### config.mk
export PLATFORM = sky130hd
export DESIGN_NAME = btn_step_pulse
export DESIGN_NICKNAME = d
export VERILOG_FILES = /design/src/rtl/btn_step_pulse.sv
export SDC_FILE = /design/constraint.sdc
export NUM_CORES = 1
export LEC_CHECK = 0
export ABC_AREA = 1
export CORE_UTILIZATION = 30
export DETAILED_ROUTE_END_ITERATION = 8
export GPL_ROUTABILITY_DRIVEN = 0
export PLACE_DENSITY_LB_ADDON = 0.05
export SKIP_CTS_REPAIR_TIMING = 1
export SYNTH_ARGS = -nofsm -noshare
export SYNTH_HDL_FRONTEND = slang
export SYNTH_SLANG_ARGS = --single-unit
### constraint.sdc
create_clock -name clk -period 1.9 [get_ports clk]
set_input_delay 0.38 -clock clk [delete_from_list [all_inputs] [get_ports clk]]
set_output_delay 0.38 -clock clk [all_outputs]
set_load 0.01 [all_outputs]
### src/rtl/btn_step_pulse.sv
`default_nettype none
// ============================================================================
// Module      : btn_step_pulse
// Description : Turns a raw mechanical push-button level into a clean,
//               single-cycle step enable. The raw level is brought into the
//               clock domain through a two-flop synchronizer and is then
//               debounced symmetrically: a press or a release is accepted
//               only after the synchronized level has stayed put for
//               DEBOUNCE_CYCLES cycles. An optional auto-repeat re-fires the
//               step pulse every REPEAT_CYCLES cycles while the button is
//               held (REPEAT_CYCLES = 0 disables repeat).
//
// Ports       : clk        system clock, rising edge
//               rst        synchronous reset, active-high
//               btn_in     raw asynchronous button level, 1 = pressed
//               btn_step   one-cycle pulse per accepted press / repeat
//               btn_level  debounced button level
//
// Revision    : 1.0  initial release
// ============================================================================
module btn_step_pulse #(
    parameter int DEBOUNCE_CYCLES = 500000,
    parameter int REPEAT_CYCLES   = 0
) (
    input  logic clk,
    input  logic rst,
    input  logic btn_in,
    output logic btn_step,
    output logic btn_level
);

    // Counter width covers the larger of the two intervals, plus one bit of
    // headroom so the terminal values are always representable.
    localparam int c_CNT_MAX = (DEBOUNCE_CYCLES > REPEAT_CYCLES) ?
                               DEBOUNCE_CYCLES : REPEAT_CYCLES;
    localparam int CNT_W     = $clog2(c_CNT_MAX) + 1;

    localparam logic [CNT_W-1:0] c_DEB_LAST = CNT_W'(DEBOUNCE_CYCLES - 1);
    // With repeat disabled the terminal value is irrelevant; clamp it to zero
    // so no negative constant is ever formed.
    localparam logic [CNT_W-1:0] c_RPT_LAST =
        CNT_W'((REPEAT_CYCLES > 0) ? (REPEAT_CYCLES - 1) : 0);
    localparam logic             c_RPT_EN   = (REPEAT_CYCLES != 0);

    localparam logic [1:0] c_ST_IDLE        = 2'd0;
    localparam logic [1:0] c_ST_PRESS_CHK   = 2'd1;
    localparam logic [1:0] c_ST_HELD        = 2'd2;
    localparam logic [1:0] c_ST_RELEASE_CHK = 2'd3;

    logic             r_s1;
    logic             r_sync;
    logic [1:0]       r_state;
    logic [CNT_W-1:0] r_cnt;
    logic [CNT_W-1:0] r_rpt_cnt;
    logic             r_step;
    logic             r_level;

    logic [1:0]       w_state_nxt;
    logic [CNT_W-1:0] w_cnt_nxt;
    logic [CNT_W-1:0] w_rpt_cnt_nxt;
    logic             w_step_nxt;
    logic             w_level_nxt;

    // ------------------------------------------------------------------------
    // Synchronizer and state/output registers
    // ------------------------------------------------------------------------
    always_ff @(posedge clk) begin
        if (rst) begin
            r_s1      <= 1'b0;
            r_sync    <= 1'b0;
            r_state   <= c_ST_IDLE;
            r_cnt     <= '0;
            r_rpt_cnt <= '0;
            r_step    <= 1'b0;
            r_level   <= 1'b0;
        end else begin
            r_s1      <= btn_in;
            r_sync    <= r_s1;
            r_state   <= w_state_nxt;
            r_cnt     <= w_cnt_nxt;
            r_rpt_cnt <= w_rpt_cnt_nxt;
            r_step    <= w_step_nxt;
            r_level   <= w_level_nxt;
        end
    end

    // ------------------------------------------------------------------------
    // Next-state and next-output logic. Only the synchronized level is used
    // here, so nothing combinational reaches the outputs from btn_in.
    // ------------------------------------------------------------------------
    always_comb begin
        w_state_nxt   = r_state;
        w_cnt_nxt     = r_cnt;
        w_rpt_cnt_nxt = r_rpt_cnt;
        w_step_nxt    = 1'b0;           // pulse is re-armed every cycle
        w_level_nxt   = r_level;

        case (r_state)
            c_ST_IDLE: begin
                if (r_sync) begin
                    w_state_nxt = c_ST_PRESS_CHK;
                    w_cnt_nxt   = '0;
                end
            end

            c_ST_PRESS_CHK: begin
                if (!r_sync) begin
                    // Bounce: drop back without a pulse.
                    w_state_nxt = c_ST_IDLE;
                end else if (r_cnt == c_DEB_LAST) begin
                    w_state_nxt   = c_ST_HELD;
                    w_step_nxt    = 1'b1;
                    w_level_nxt   = 1'b1;
                    w_rpt_cnt_nxt = '0;
                end else begin
                    w_cnt_nxt = r_cnt + CNT_W'(1);
                end
            end

            c_ST_HELD: begin
                if (!r_sync) begin
                    w_state_nxt = c_ST_RELEASE_CHK;
                    w_cnt_nxt   = '0;
                end else if (c_RPT_EN) begin
                    if (r_rpt_cnt == c_RPT_LAST) begin
                        w_step_nxt    = 1'b1;
                        w_rpt_cnt_nxt = '0;
                    end else begin
                        w_rpt_cnt_nxt = r_rpt_cnt + CNT_W'(1);
                    end
                end
            end

            c_ST_RELEASE_CHK: begin
                if (r_sync) begin
                    // Release bounce: still held, restart the repeat interval.
                    w_state_nxt   = c_ST_HELD;
                    w_rpt_cnt_nxt = '0;
                end else if (r_cnt == c_DEB_LAST) begin
                    w_state_nxt = c_ST_IDLE;
                    w_level_nxt = 1'b0;
                end else begin
                    w_cnt_nxt = r_cnt + CNT_W'(1);
                end
            end

            default: begin
                w_state_nxt   = c_ST_IDLE;
                w_cnt_nxt     = '0;
                w_rpt_cnt_nxt = '0;
                w_level_nxt   = 1'b0;
            end
        endcase
    end

    assign btn_step  = r_step;
    assign btn_level = r_level;

endmodule
`default_nettype wire

==> reports/results.tsv <==
metric	value	unit
fin_nets	256	
yosysSeqAreaShare	34.21	%
antenna_found_initial	0	
report.final.slew_viol_count	0	
p_per_area	628.3	nW/um^2
cts_tree	done	
synthTopCellsByCount	70 x nand2_1, 43 x nor2_1, 32 x inv_1	
grt_max_degree	27	
yosysWarningCount	0	
end_kind	flop	
clock_sinks	26	
dieWidth	73.22	microns
tns	0	ps
synth_top_cell_area_share	34.21	%
syn_area	1521	sq um
synth_edf_count	0	
layout-drive-gt1-share	7.968	%
synth-main-ff-cell	dfxtp_1	
h-tree-depth	1	
yosysMostFrequentCell	nand2_1	
wl_per_cell	11.36	microns
die_y	73.22	microns
rows	25	
drv_cap	0	
finalClockSkew	8.397	ps
ir_worst_vdd	237.0	uV
setup_viol	0	
drtAntennaViolNets	0	
portBuffers	4	
crit_type	flop to flop	
fin_area	1719	sq um
period_minus_slack	1653	ps
dp_hpwl	2.659	mm
clockBufferDepth	2	
grt_first_pass_wirelength	6.410	mm
ys_ff_latch	26	
tightestPinTransition	363.6	ps
synth_area_leaders	dfxtp_1 34%, nand2_1 17%, nor2_1 11%, inv_1 7.9%, nand3_1 6.9%	
grt_usage	15.60	%
rsz0062_at_grt	false	
required	2090	ps
clk_latency	280	ps
hold_viol_final	0	
grt.overflow.total	0	
via_per_inst	4.484	
hold_slack	410.2	ps
wirelength	3.613	mm
postSynthCellCount	244	
p_leak	0.6487	nW
cts_buffers	3	
clk_pin_slew	100	ps
grt_pass1_vias	1370	
crit_fanout	26	
slew_headroom	75.59	%
r2r_start	r_cnt[0]	
hp-class	flop to flop	
synth.avg_cell_area	6.235	sq um
finalCritPeriodShare	86.99	%
via_count	1426	
area_growth	12.99	%
clockRootBuffer	clkbuf_8	
n_antenna_cell	0	
route.detailed.drc	0	
dieArea	5360	sq um
synth_cell_types	23	
startpoint_type	flop	
dpl-instance-area	1643	sq um
critical_path_arrival	1840	ps
synthesis.nets	248	
core	4786	sq um
r2r_slack	250	ps
cp-endpoint	r_cnt[16]	
drtIter0Drc	72	
dr.pass1.iters	4	
status	finished clean	
yosys.area.top_type	dfxtp_1	
start_util	31.79	%
fmax	605.0	MHz
ios	5	
synthArstFlopShare	0	%
rr_worst_depth	9	
reg2reg_to	r_cnt[16]	
crit_start	r_cnt[0]	
-- kinds of logic after synthesis --
group,synth area share (%)
XOR/XNOR,2.303
flip-flops,34.21
AO/OA/AOI/OAI,6.990
AND/OR/NAND/NOR,44.57
adder cells (fa/ha/maj),0.8222
buffers and inverters,11.10
-- layout make-up --
type | count | area, sq um
fillers | 528 | 3067
multi-input cells | 179 | 837.1
flip-flops and latches | 26 | 520.5
inverters | 35 | 131.4
well taps | 67 | 83.83
repair buffers | 7 | 75.07
clock buffers | 3 | 41.29
clock inverters | 1 | 30.03
-- state kept, by name (all words and copies together) (netlist names), named ones only --
signal,flops
btn_step,1
r_cnt,20
r_s1,1
r_sync,1
r_state,1
btn_level,1
-- critical path, stage by stage, from the launching register on --
cell	delay, ps
dfxtp_1	390
ha_1	230
nand2_2	90
nor2_4	160
nand3_2	90
nor2_2	180
nor2_4	50
buf_12	170
a21oi_1	140
nor2_1	60
-- cells in the final DEF (no fill, tap or decap), types with 3 or more instances in the layout --
cell type / count
a21oi_1: 15
clkbuf_8: 3
clkdlybuf4s50_1: 4
dfxtp_1: 26
inv_1: 32
nand2_1: 70
nand3_1: 21
nand3_2: 3
nand4_1: 5
nor2_1: 43
nor3_1: 4
o21ai_0: 3
xor2_1: 3
-- worst min-delay path by stage --
| stage | from | to | slack [ps] | depth (start not counted) |
|---|---|---|---|---|
| 2_1_floorplan | r_s1 | r_sync | 390 | 2 |
| 3_3_place_gp | r_s1 | r_sync | 400 | 2 |
| 3_5_place_dp | r_s1 | r_sync | 400 | 2 |
| 4_1_cts | r_s1 | r_sync | 420 | 2 |
| 5_1_grt | r_s1 | r_sync | 430 | 2 |
| 6_report | r_s1 | r_sync | 410 | 2 |
-- routing by layer --
metal / GRT usage [%] / share of wire, % / vias to the layer above
met4: 3.268 / 0.44 / 0
met1: 20.86 / 52 / 635
met3: 3.315 / 2.5 / 3
met2: 25.72 / 45 / 11
met5: 0 / 0 / -
li1: - / - / 777
-- metrics by stage --
stage	worst slack, ps	total power, mW	util (%)	std cells
4_1_cts	223.0	1.103	35.82	318
3_3_place_gp	235.2	0.6198	34.33	314
5_1_grt	13.34	1.120	35.92	318
3_5_place_dp	248.8	0.6185	34.33	314
6_report	247.2	1.080	35.92	318
2_1_floorplan	409.4	0.6010	-	244
-- where the power goes --
group	internal [mW]	leakage [nW]	switching, mW
Combinational	0.0198	0.403	0.0366
Sequential	0.547	0.210	0.00139
Clock	0.282	0.0357	0.193
Total	0.849	0.649	0.231
Note: power is estimated with default switching activity, not from simulation.
